## config.mk

```make
export PLATFORM = sky130hd
export DESIGN_NAME = nibble_serial_adder_ctrl
export DESIGN_NICKNAME = d
export VERILOG_FILES = /design/src/rtl/adder_pkg.sv /design/src/rtl/fulladder_4bit.sv /design/src/rtl/nibble_serial_adder_ctrl.sv
export SDC_FILE = /design/constraint.sdc
export NUM_CORES = 1
export LEC_CHECK = 0
export BUFFER_PORTS_ARGS = -buffer_cell sky130_fd_sc_hd__clkbuf_2
export CAP_MARGIN = 15
export CORE_MARGIN = 2
export CORE_UTILIZATION = 55
export CTS_BUF_LIST = sky130_fd_sc_hd__clkbuf_8
export DETAILED_ROUTE_END_ITERATION = 7
export GPL_TIMING_DRIVEN = 0
export PLACE_DENSITY_LB_ADDON = 0.05
export SLEW_MARGIN = 25
export SYNTH_ARGS = -nofsm -noshare
export SYNTH_HDL_FRONTEND = slang
export SYNTH_SLANG_ARGS = --single-unit
```

## constraint.sdc

```tcl
create_clock -name clk -period 8.7 [get_ports clk]
set_clock_uncertainty 0.2 [all_clocks]
set_input_delay 1.305 -clock clk [delete_from_list [all_inputs] [get_ports clk]]
set_output_delay 1.305 -clock clk [all_outputs]
set_load 0.02 [all_outputs]
```

## src/rtl/adder_pkg.sv

```systemverilog
// Shared definitions for the nibble-serial adder controller.
// Contents: nibble width, controller state encoding, index-width helper.
package adder_pkg;

   localparam int unsigned NIBBLE_W = 4;

   typedef enum logic [1:0] {
      IDLE = 2'd0,
      RUN  = 2'd1,
      DONE = 2'd2
   } state_e;

   // Width of a counter addressing n nibbles; never narrower than one bit.
   function automatic int unsigned idx_width(input int unsigned n);
      return (n > 32'd1) ? int'($clog2(n)) : 32'd1;
   endfunction

endpackage

```

## src/rtl/fulladder_4bit.sv

```systemverilog
// Purely combinational 4-bit ripple adder slice.
// Ports: sum/carry_out results; carry_in, a, b operands.
module fulladder_4bit (
   output logic [3:0] sum,
   output logic       carry_out,
   input  logic       carry_in,
   input  logic [3:0] a,
   input  logic [3:0] b
);

   assign {carry_out, sum} = 5'(a) + 5'(b) + 5'(carry_in);

endmodule

```

## src/rtl/nibble_serial_adder_ctrl.sv

```systemverilog
// Time-shares one fulladder_4bit slice to add/subtract W-bit operands,
// one nibble per clock, LSB nibble first.
// Ports:
//   clk, rst         clock, asynchronous active-high reset
//   start            begin an operation (honoured only in IDLE)
//   sub, cin         0 = a+b+cin, 1 = a-b-cin (cin acts as borrow-in)
//   a_in, b_in       W-bit operands, latched on the accepted start
//   busy             high while nibbles are being processed
//   done             one-cycle pulse when result/cout/ovf are valid
//   result, cout, ovf  sum/difference, carry (1 = no borrow), signed overflow
module nibble_serial_adder_ctrl
   import adder_pkg::*;
#(
   parameter int unsigned NIBBLES = 4
) (
   input  logic                         clk,
   input  logic                         rst,
   input  logic                         start,
   input  logic                         sub,
   input  logic                         cin,
   input  logic [NIBBLE_W*NIBBLES-1:0]  a_in,
   input  logic [NIBBLE_W*NIBBLES-1:0]  b_in,
   output logic                         busy,
   output logic                         done,
   output logic [NIBBLE_W*NIBBLES-1:0]  result,
   output logic                         cout,
   output logic                         ovf
);

   localparam int unsigned W     = NIBBLE_W * NIBBLES;
   localparam int unsigned IDX_W = idx_width(NIBBLES);
   localparam logic [IDX_W-1:0] LAST_IDX = IDX_W'(NIBBLES - 1);

   state_e             state_q;
   logic [IDX_W-1:0]   idx_q;
   logic               carry_q;
   logic [W-1:0]       a_q;
   logic [W-1:0]       b_q;
   logic [W-1:0]       result_q;
   logic [W-1:0]       result_d;
   logic               cout_q;
   logic               ovf_q;
   logic               busy_q;
   logic               done_q;

   logic [31:0]         nib_sh;
   logic [NIBBLE_W-1:0] slice_a;
   logic [NIBBLE_W-1:0] slice_b;
   logic [NIBBLE_W-1:0] slice_sum;
   logic                slice_cout;
   logic [W-1:0]        nib_mask;

   // Select the current nibble of each operand; shifting avoids
   // out-of-range part-selects when NIBBLES is 1.
   assign nib_sh   = 32'(NIBBLE_W) * 32'(idx_q);
   assign slice_a  = NIBBLE_W'(a_q >> nib_sh);
   assign slice_b  = NIBBLE_W'(b_q >> nib_sh);
   assign nib_mask = W'({NIBBLE_W{1'b1}}) << nib_sh;
   assign result_d = (result_q & ~nib_mask) | (W'(slice_sum) << nib_sh);

   fulladder_4bit u_slice (
      .sum       (slice_sum),
      .carry_out (slice_cout),
      .carry_in  (carry_q),
      .a         (slice_a),
      .b         (slice_b)
   );

   // Sequencer: latch operands, walk the nibbles, pulse done.
   always_ff @(posedge clk or posedge rst) begin
      if (rst) begin
         state_q  <= IDLE;
         idx_q    <= '0;
         carry_q  <= 1'b0;
         a_q      <= '0;
         b_q      <= '0;
         result_q <= '0;
         cout_q   <= 1'b0;
         ovf_q    <= 1'b0;
         busy_q   <= 1'b0;
         done_q   <= 1'b0;
      end else begin
         done_q <= 1'b0;
         case (state_q)
            IDLE: begin
               if (start) begin
                  // Subtraction is a + ~b + ~borrow.
                  a_q      <= a_in;
                  b_q      <= sub ? ~b_in : b_in;
                  carry_q  <= cin ^ sub;
                  result_q <= '0;
                  idx_q    <= '0;
                  busy_q   <= 1'b1;
                  state_q  <= RUN;
               end
            end
            RUN: begin
               result_q <= result_d;
               carry_q  <= slice_cout;
               idx_q    <= idx_q + IDX_W'(1);
               if (idx_q == LAST_IDX) begin
                  cout_q  <= slice_cout;
                  ovf_q   <= (a_q[W-1] == b_q[W-1]) &&
                             (slice_sum[NIBBLE_W-1] != a_q[W-1]);
                  busy_q  <= 1'b0;
                  done_q  <= 1'b1;
                  state_q <= DONE;
               end
            end
            DONE: begin
               state_q <= IDLE;
            end
            default: begin
               state_q <= IDLE;
            end
         endcase
      end
   end

   assign busy   = busy_q;
   assign done   = done_q;
   assign result = result_q;
   assign cout   = cout_q;
   assign ovf    = ovf_q;

endmodule

```

==> results of run 1 <==
[sequential cells by signal (all words and copies together), names as in the netlist]
name / flops
b_q: 16
carry_q: 1
idx_q: 2
done: 1
result: 16
state_q: 2
busy: 1
cout: 1
ovf: 1
a_q: 16
[where the power goes]
group | internal, mW | switching [mW] | total [mW]
logic | 0.330 | 0.404 | 0.734
clock network | 0.113 | 0.0957 | 0.208
registers | 0.386 | 0.0673 | 0.453
[logic make-up after synthesis]
family / share of synthesized area [%]
AOI/OAI and AO/OA: 12.41
xor gates and xnor gates: 6.160
adders and majority gates: 4.724
buffers and inverters: 3.520
DFF: 52.80
muxes: 13.34
and+or+nand+nor: 7.041
[worst max path at each step]
stage	start	to	slack [ps]	depth (start not counted)
floorplan	rst	a_q[0]	5800	1
global placement	rst	b_q[3]	5110	2
detailed placement	idx_q[0]	result[11]	5480	7
CTS	idx_q[0]	result[11]	5470	7
global route	idx_q[0]	carry_q	5300	7
finish	idx_q[0]	result[11]	5470	7
[cell type report]
type	count	share of cell area (%)
buffer	11	2.352
sequential	57	43.95
clock inverter	3	0.3470
tap	67	2.583
timing repair buffer	56	9.098
clock buffer	11	4.665
multi-input combinational	141	36.35
inverter	5	0.6554
[metal layers]
metal	vias up	track usage, %	part of all wire (%)
li1	898	-	-
met1	915	29.19	46
met2	41	35.52	49
met3	10	5.285	3.9
met4	0	9.091	1.8
met5	-	0	0
[through the flow]
| stage | instances | hold slack [ps] | setup WS (ps) |
|---|---|---|---|
| 2_1_floorplan | 214 | 275.1 | 5795 |
| 3_3_place_gp | 336 | 259.8 | 5110 |
| 3_5_place_dp | 337 | 269.6 | 5481 |
| 4_1_cts | 351 | 283.0 | 5465 |
| 5_1_grt | 351 | 317.8 | 5296 |
| 6_report | 351 | 273.4 | 5473 |
[tightest hold or removal path, stage by stage, from the launching register on]
cell                      delay, ps
sky130_fd_sc_hd__dfrtp_1        340
sky130_fd_sc_hd__nand2_1         40
sky130_fd_sc_hd__o21ai_0         50
[placed cells by master (no fill, tap or decap), drive strengths merged, types with 8 or more instances in the layout]
| cell type | count |
|---|---|
| clkbuf | 67 |
| dfrtp | 57 |
| a21oi | 19 |
| nor2 | 18 |
| xnor2 | 17 |
| a22o | 17 |
| mux2 | 16 |
| buf | 11 |
| nand2 | 9 |
| mux4 | 8 |
| inv | 8 |
==> impl_metrics.py, run 1 <==
metrics = {
    "clock_network": {
        "tritoncts.num_buffers": 9,
        "h-tree-depth": 3,
        "cts_max_path_buffers": 2,
        "tritoncts": "yes",
        "cts.reportedPaths.clkPinSlew_ps": 60,
        "cts_hold_buf": 0,
        "cts_root_buf": "sky130_fd_sc_hd__clkbuf_8",
        "post-cts-setup-buffer-count": 0,
        "cts.sink_count": 57,
        "cts-resized-gates": 0,
        "insertion_delay_ps": 330,
    },
    "logic_synthesis": {
        "ys_ff_latch": 57,
        "netlist_area_um2": 2701,
        "top_cells_by_instance_count_after_synthesis": "57 x sky130_fd_sc_hd__dfrtp_1, 19 x sky130_fd_sc_hd__a21oi_1, 18 x sky130_fd_sc_hd__nor2_1, 17 x sky130_fd_sc_hd__a22o_1, 17 x sky130_fd_sc_hd__xnor2_1",
        "postSynthNetCount": 260,
        "yosysMostFrequentCell": "sky130_fd_sc_hd__dfrtp_1",
        "ys_top_cells_by_area": "sky130_fd_sc_hd__dfrtp_1 53%, sky130_fd_sc_hd__mux4_2 6.7%, sky130_fd_sc_hd__mux2_2 6.3%, sky130_fd_sc_hd__a22o_1 5.5%, sky130_fd_sc_hd__xnor2_1 5.5%",
        "ys_seq_area_share_pct": 52.80,
        "synthCells": 214,
        "post_synth_num_cell_types": 29,
        "ys_warn_count": 0,
        "synth_enable_flop_cells": 0,
        "yosys.area.top_type_share_pct": 52.80,
        "syn_area_per_cell_um2": 12.62,
        "netlist.top_cell.by_area": "sky130_fd_sc_hd__dfrtp_1",
        "synth_async_sr_flop_share_pct": 100.0,
        "synthFlopType": "sky130_fd_sc_hd__dfrtp_1",
    },
    "power": {
        "report.power.total_mw": 1.395,
        "static-leakage-power_nw": 1.539,
        "p_per_area_nw_per_um2": 429.9,
        "ir_drop_mv": 0.2154,
    },
    "route": {
        "drt_iter0_drc": 119,
        "detailed_route_drc_error_count": 0,
        "detail_route.vias_per_cell": 5.311,
        "count_of_vias_placed_by_the_detailed_router": 1864,
        "postRouteAntennaNets": 0,
        "wl_per_cell_um": 15.19,
        "wirelength_mm": 5.331,
        "first_pass_iters": 4,
    },
    "layout": {
        "seq_area_um2": 1426,
        "syn2layout_area_growth_pct": 20.15,
        "postLayoutCellArea_um2": 3246,
        "final_layout_size_suffix_gt1_share_pct": 35.92,
        "fillCellCount": 390,
        "finalCoreUtilization_pct": 68.72,
        "antenna_fix_cells": 0,
        "multi_input_comb_area_um2": 1180,
        "num-nets-final": 327,
    },
    "die": {
        "core.rowCount": 25,
        "floorplan.initialDensity_pct": 57.19,
        "floorplan_core_area_um2": 4723,
        "floorplan.die.width_um": 74.08,
        "floorplan.die_area_um2": 5488,
        "boundaryPins": 57,
        "die_height_um": 74.08,
    },
    "hold_path": {
        "hp-start": "cout",
        "hold_end": "cout",
        "hp-class": "flip-flop to flip-flop",
        "number_of_cells_traversed_by_the_worst_hold_path": 2,
    },
    "worst_setup_path": {
        "maximum_fanout_along_the_worst_path": 10,
        "worst-endpoint-required_ps": 8710,
        "r2r.worst_path.cells": 7,
        "endpoint_kind": "flip-flop",
        "crit_path_start_kind": "flip-flop",
        "worstPathArrival_ps": 3240,
        "crit_type": "flip-flop to flip-flop",
        "regToRegSetupSlack_ps": 5470,
        "cpMaxStageDelayCell": "sky130_fd_sc_hd__mux4_2",
        "slowest_delay_ps": 570,
        "critical-path-top-delay-family": "compound AO/OA/AOI/OAI gates",
        "worstPathBufferInverterCount": 1,
        "crit_path_cell_trace": "buf_2 -> mux4_2 -> fa_1 -> a21o_1 -> a21oi_1 -> xnor2_1 -> a22o_1",
        "r2r_end": "result[11]",
        "reg2reg_from": "idx_q[0]",
    },
    "grt": {
        "antenna_found_initial": 0,
        "globalRouteTotalUtil_pct": 22.15,
        "pin_count_of_the_biggest_net_entering_global_routing": 37,
        "first_global_vias": 1917,
        "grt_first_pass_wirelength_mm": 8.942,
        "globalRoute.totalOverflow": 0,
    },
    "status": {
        "status": "completed",
    },
    "placement": {
        "place_area_um2": 3083,
        "gp_congestion": 0.8499,
        "dpl.hpwl_mm": 3.924,
        "port-buffer-count": 55,
    },
    "sta": {
        "finalSetupTns_ps": 0,
        "worst_slew_pin_slew_ps": 635.3,
        "finalHoldViolations": 0,
        "setup_viol_count_final": 0,
        "final-max-slew-violation-count": 0,
        "grt_setup_unrepaired": "no",
        "slew_headroom_pct": 57.64,
        "final_clock_period_utilization_by_the_worst_path_pct": 37.10,
        "timing.fmax_ghz": 0.3099,
        "post-route-min-period_ps": 3227,
    },
    "flow_run": {
        "maxCapViolations": 0,
    },
}
Note: power is estimated with default switching activity, not from simulation.
==> inputs of run 2 (changes only) <==
Settings changed: CORE_UTILIZATION 55 to 51.
Clock period 8.7 ns to 2.6 ns, I/O delays scaled along.
==> run 2 against run 1 <==
  * The flow now finishes with violations (setup timing)
  * Routed wire length rose by 4.4%
  * First-iteration DRC count fell by 15%
  * Final cell count rose by 2.8%
  * Sequential share of layout area fell by 1.7 points
  * Core utilization fell by 2.5 points
  * Largest cell class unchanged
  * Clock power rose to 3.6 times the previous value
  * Clock-buffer cell count rose by 1
  * Critical path depth did not move
  * Combinational power rose to 4.0 times the previous value
  * Cell area rose by 4.2%
  * Flip-flop and latch count did not move
  * Die area rose by 7.4%
  * Highest routed layer unchanged
==> impl_metrics.py, run 2 (synthesis gave the netlist of run 1 again) <==
metrics = {
    "route": {
        "first_pass_iters": 4,
        "drt_iter0_drc": 101,
        "wl_per_cell_um": 15.41,
        "count_of_vias_placed_by_the_detailed_router": 1893,
        "detail_route.vias_per_cell": 5.244,
        "wirelength_mm": 5.564,
        "postRouteAntennaNets": 0,
        "detailed_route_drc_error_count": 0,
    },
    "sta": {
        "slew_headroom_pct": 69.36,
        "post-route-worst-setup-slack_ps": -19.93,
        "post-route-min-period_ps": 2620,
        "timing.fmax_ghz": 0.3817,
        "setup_viol_count_final": 4,
        "final-max-slew-violation-count": 0,
        "grt_setup_unrepaired": "yes",
        "finalHoldViolations": 0,
        "final_clock_period_utilization_by_the_worst_path_pct": 100.8,
        "worst_slew_pin_slew_ps": 456.0,
    },
    "layout": {
        "num-nets-final": 333,
        "number_of_cells_in_the_finished_layout_apart_from_fillers": 361,
        "final_layout_size_suffix_gt1_share_pct": 41.58,
        "finalCoreUtilization_pct": 66.19,
        "syn2layout_area_growth_pct": 25.15,
        "layout_common_cells": "56 x sky130_fd_sc_hd__dfrtp_1, 55 x sky130_fd_sc_hd__clkbuf_2, 18 x sky130_fd_sc_hd__nor2_1, 17 x sky130_fd_sc_hd__a22o_1, 17 x sky130_fd_sc_hd__a21oi_1",
        "antenna_fix_cells": 0,
        "postLayoutCellArea_um2": 3381,
        "most_common_cell_after_layout_fill_and_taps_aside": "sky130_fd_sc_hd__dfrtp_1",
    },
    "hold_path": {
        "hp-class": "input pin to flip-flop",
    },
    "clock_network": {
        "h-tree-depth": 3,
        "insertion_delay_ps": 330,
        "cts.sink_count": 57,
        "cts.reportedPaths.clkPinSlew_ps": 60,
        "cts_max_path_buffers": 2,
        "tritoncts.num_buffers": 9,
        "tritoncts": "yes",
        "cts_root_buf": "sky130_fd_sc_hd__clkbuf_8",
    },
    "die": {
        "boundaryPins": 57,
        "floorplan.die_area_um2": 5895,
        "die_height_um": 76.78,
        "floorplan.die.width_um": 76.78,
        "core.rowCount": 26,
        "floorplan_core_area_um2": 5107,
        "floorplan.initialDensity_pct": 52.89,
    },
    "flow_run": {
        "maxCapViolations": 0,
    },
    "placement": {
        "numPlacedInstances": 340,
        "gp_congestion": 0.8026,
        "dp_slack_ps": -494.5,
        "dpl.hpwl_mm": 4.001,
        "port-buffer-count": 55,
        "place_area_um2": 3099,
    },
    "worst_setup_path": {
        "maximum_fanout_along_the_worst_path": 5,
        "worst-endpoint-required_ps": 2620,
        "worstPathArrival_ps": 2640,
        "crit_type": "flip-flop to flip-flop",
        "crit_path_start_kind": "flip-flop",
        "endpoint_kind": "flip-flop",
    },
    "status": {
        "status": "finished with violations",
        "violations": "setup timing",
    },
    "power": {
        "p_per_area_nw_per_um2": 1534,
        "ir_drop_mv": 0.8250,
        "static-leakage-power_nw": 1.583,
        "report.power.total_mw": 5.186,
    },
    "grt": {
        "pin_count_of_the_biggest_net_entering_global_routing": 30,
        "first_global_vias": 1937,
        "grt_first_pass_wirelength_mm": 9.225,
        "antenna_found_initial": 0,
        "globalRouteTotalUtil_pct": 20.28,
        "globalRoute.totalOverflow": 0,
    },
}
-- run 2: cell count changes in the layout (fill, tap and decap cells not counted), moves of 2 or more --
cell and change:
sky130_fd_sc_hd__buf_4 +6, sky130_fd_sc_hd__clkinv_2 +3, sky130_fd_sc_hd__inv_1 -3, sky130_fd_sc_hd__a21oi_1 -2
sky130_fd_sc_hd__fa_1 -2, sky130_fd_sc_hd__fa_2 +2, sky130_fd_sc_hd__ha_1 -2, sky130_fd_sc_hd__ha_2 +2
-- run 2: what timing repair did --
action	in CTS	in global routing
pin swaps	0	4
setup endpoints to repair	15	10
buffers inserted	4	1
hold buffers	1	0
endpoints found under the hold margin	28	0
resized for setup	7	6
-- run 2: metrics by stage --
stage	hold slack (ps)	TNS, ps
3_3_place_gp	264.5	-9565
2_1_floorplan	275.1	0
4_1_cts	83.51	-40.68
5_1_grt	93.43	-389.9
3_5_place_dp	196.4	-5083
6_report	77.40	-48.39
-- run 2: worst paths after layout --
check,start,to,slack [ps],depth (start not counted)
setup / recovery,idx_q[0],result[2],-20,7
hold / removal,a_in[15],a_q[15],80,2
setup reg to reg,idx_q[0],result[2],-20,7
hold reg to reg,ovf,ovf,280,2
max in group asynchronous,rst,a_q[11],1350,4
min in group asynchronous,rst,result[9],380,3
-- run 2: per-layer routing --
metal / part of all wire, % / up-vias / GRT usage [%]
met5: 0 / - / 0
met4: 1.7 / 0 / 8.182
met3: 3.8 / 9 / 3.882
met2: 49 / 48 / 31.49
met1: 45 / 931 / 28.22
li1: - / 905 / -
-- run 2: cell type report --
class / count / area, um2
fill: 420 / 1727
sequential: 57 / 1428
multi-input combinational: 141 / 1231
timing repair buffer: 62 / 342.8
clock buffer: 12 / 165.2
buffer: 11 / 90.09
tap: 70 / 87.58
inverter: 5 / 21.27
clock inverter: 3 / 15.01
-- run 2: critical path: stages (launching register included) --
cell	delay, ps
sky130_fd_sc_hd__dfrtp_2	380
sky130_fd_sc_hd__buf_8	120
sky130_fd_sc_hd__mux4_2	520
sky130_fd_sc_hd__fa_2	400
sky130_fd_sc_hd__fa_2	350
sky130_fd_sc_hd__buf_4	160
sky130_fd_sc_hd__xor2_4	160
sky130_fd_sc_hd__a22o_1	210
-- run 2: power breakdown --
part           internal, mW  switching, mW
combinational          1.38           1.53
sequential             1.29          0.225
clock                 0.413          0.338
total                  3.09           2.10
==> inputs of run 3 (changes only) <==
Settings changed: CORE_ASPECT_RATIO set to 0.75.
==> run 3 against run 2 <==
  * The run now ends clean
  * Critical path depth stayed put
  * Setup slack improved by 34 ps
  * Core utilization up 0.57 points
  * Clock power shrank 12%
  * Global-route usage rose by 1.5 points
  * Clock-buffer cell count down 3
  * Fmax up 1.3%
  * Hold slack gained 2.3 ps
==> impl_metrics.py, run 3 (synthesis gave the netlist of run 1 again) <==
metrics = {
    "status": {
        "status": "completed",
    },
    "route": {
        "wirelength_mm": 5.471,
        "drt_iter0_drc": 64,
        "postRouteAntennaNets": 0,
        "first_pass_iters": 4,
        "wl_per_cell_um": 15.11,
        "count_of_vias_placed_by_the_detailed_router": 1874,
        "detail_route.vias_per_cell": 5.177,
        "detailed_route_drc_error_count": 0,
    },
    "placement": {
        "place_area_um2": 3102,
        "numPlacedInstances": 342,
        "dp_slack_ps": -461.8,
        "port-buffer-count": 55,
        "gp_congestion": 0.7776,
        "dpl.hpwl_mm": 3.964,
    },
    "power": {
        "static-leakage-power_nw": 1.576,
        "p_per_area_nw_per_um2": 1480,
        "report.power.total_mw": 4.951,
        "ir_drop_mv": 0.6065,
    },
    "layout": {
        "num-nets-final": 331,
        "layout_common_cells": "56 x sky130_fd_sc_hd__dfrtp_1, 55 x sky130_fd_sc_hd__clkbuf_2, 18 x sky130_fd_sc_hd__nor2_1, 17 x sky130_fd_sc_hd__a22o_1, 17 x sky130_fd_sc_hd__a21oi_1",
        "syn2layout_area_growth_pct": 23.81,
        "final_layout_size_suffix_gt1_share_pct": 40.00,
        "fillCellCount": 416,
        "postLayoutCellArea_um2": 3344,
        "most_common_cell_after_layout_fill_and_taps_aside": "sky130_fd_sc_hd__dfrtp_1",
        "number_of_cells_in_the_finished_layout_apart_from_fillers": 362,
        "antenna_fix_cells": 0,
    },
    "sta": {
        "final-max-slew-violation-count": 0,
        "final_clock_period_utilization_by_the_worst_path_pct": 99.47,
        "grt_setup_unrepaired": "yes",
        "worst_slew_pin_slew_ps": 457.6,
        "timing.fmax_ghz": 0.3867,
        "holdWs_ps": 79.73,
        "setup_viol_count_final": 0,
        "post-route-min-period_ps": 2586,
        "slew_headroom_pct": 69.26,
        "finalHoldViolations": 0,
        "post-route-worst-setup-slack_ps": 13.78,
    },
    "worst_setup_path": {
        "slowest_delay_ps": 540,
        "crit_type": "flip-flop to flip-flop",
        "worstPathArrival_ps": 2600,
        "maximum_fanout_along_the_worst_path": 4,
        "critical-path-top-delay-family": "adder cells",
        "crit_path_cell_trace": "buf_12 -> mux4_2 -> fa_2 -> fa_2 -> a21o_1 -> a21oi_2 -> o21ai_1",
        "worst-endpoint-required_ps": 2610,
        "cpMaxStageDelayCell": "sky130_fd_sc_hd__mux4_2",
        "worstPathBufferInverterCount": 1,
        "crit_path_start_kind": "flip-flop",
        "cp_common_cell": "sky130_fd_sc_hd__fa_2",
        "endpoint_kind": "flip-flop",
    },
    "clock_network": {
        "cts.sink_count": 57,
        "cts_root_buf": "sky130_fd_sc_hd__clkbuf_8",
        "tritoncts.num_buffers": 9,
        "h-tree-depth": 3,
        "insertion_delay_ps": 330,
        "cts_max_path_buffers": 2,
        "cts.reportedPaths.clkPinSlew_ps": 60,
        "tritoncts": "yes",
    },
    "grt": {
        "antenna_found_initial": 0,
        "first_global_vias": 1911,
        "globalRoute.totalOverflow": 0,
        "globalRouteTotalUtil_pct": 21.83,
        "pin_count_of_the_biggest_net_entering_global_routing": 34,
        "grt_first_pass_wirelength_mm": 9.494,
    },
    "die": {
        "floorplan.die_area_um2": 5901,
        "floorplan.initialDensity_pct": 53.92,
        "floorplan.die.width_um": 88.04,
        "core.rowCount": 22,
        "floorplan_core_area_um2": 5010,
        "boundaryPins": 57,
        "die_height_um": 67.03,
    },
    "flow_run": {
        "maxCapViolations": 0,
    },
    "hold_path": {
        "hp-class": "input pin to flip-flop",
    },
}
[run 3: what timing repair did]
action                                  4_1_cts  5_1_grt
endpoints found under the setup margin       15       10
gates cloned                                  0        0
setup buffers                                 3        0
gates resized for setup                      12        1
hold endpoints to repair                     24        0
pin swaps                                     6        2
hold buffers                                  1        0
[run 3: path summary, 6_finish.rpt]
path	from	endpoint	slack, ps	cells past startpoint
min in group asynchronous	rst	a_q[5]	360	3
max	idx_q[0]	carry_q	10	7
max reg2reg	idx_q[0]	carry_q	10	7
max in group asynchronous	rst	b_q[11]	1370	4
min reg2reg	busy	busy	290	1
min	a_in[15]	a_q[15]	80	2
[run 3: power breakdown]
group	internal, mW	total (mW)	switching [mW]
combinational	1.33	2.77	1.45
clock	0.327	0.658	0.331
sequential	1.29	1.52	0.227
total	2.95	4.95	2.00
[run 3: area by class of cell]
cell class / count / area, um2 / share of cell area (%)
plain buffers: 11 / 101.3 / 3.030
clock buffers: 9 / 123.9 / 3.704
clock inverters: 7 / 31.28 / 0.9353
inverters: 5 / 21.27 / 0.6360
multi-input cells: 141 / 1221 / 36.51
flip-flops and latches: 57 / 1428 / 42.69
well taps: 72 / 90.09 / 2.694
repair buffers: 60 / 327.8 / 9.802
[run 3: layer usage]
layer	wire length, um	vias up	global-route usage [%]
li1	-	903	-
met4	66	0	5.682
met1	2667	918	31.82
met5	0	-	0
met3	244	7	5.576
met2	2492	46	32.67
[run 3: through the flow]
stage / setup TNS (ps) / util (%)
3_5_place_dp: -5372 / 61.91
6_report: 0 / 66.76
4_1_cts: -50.36 / 66.71
2_1_floorplan: 0 / -
5_1_grt: -299.3 / 66.76
3_3_place_gp: -10930 / 61.46
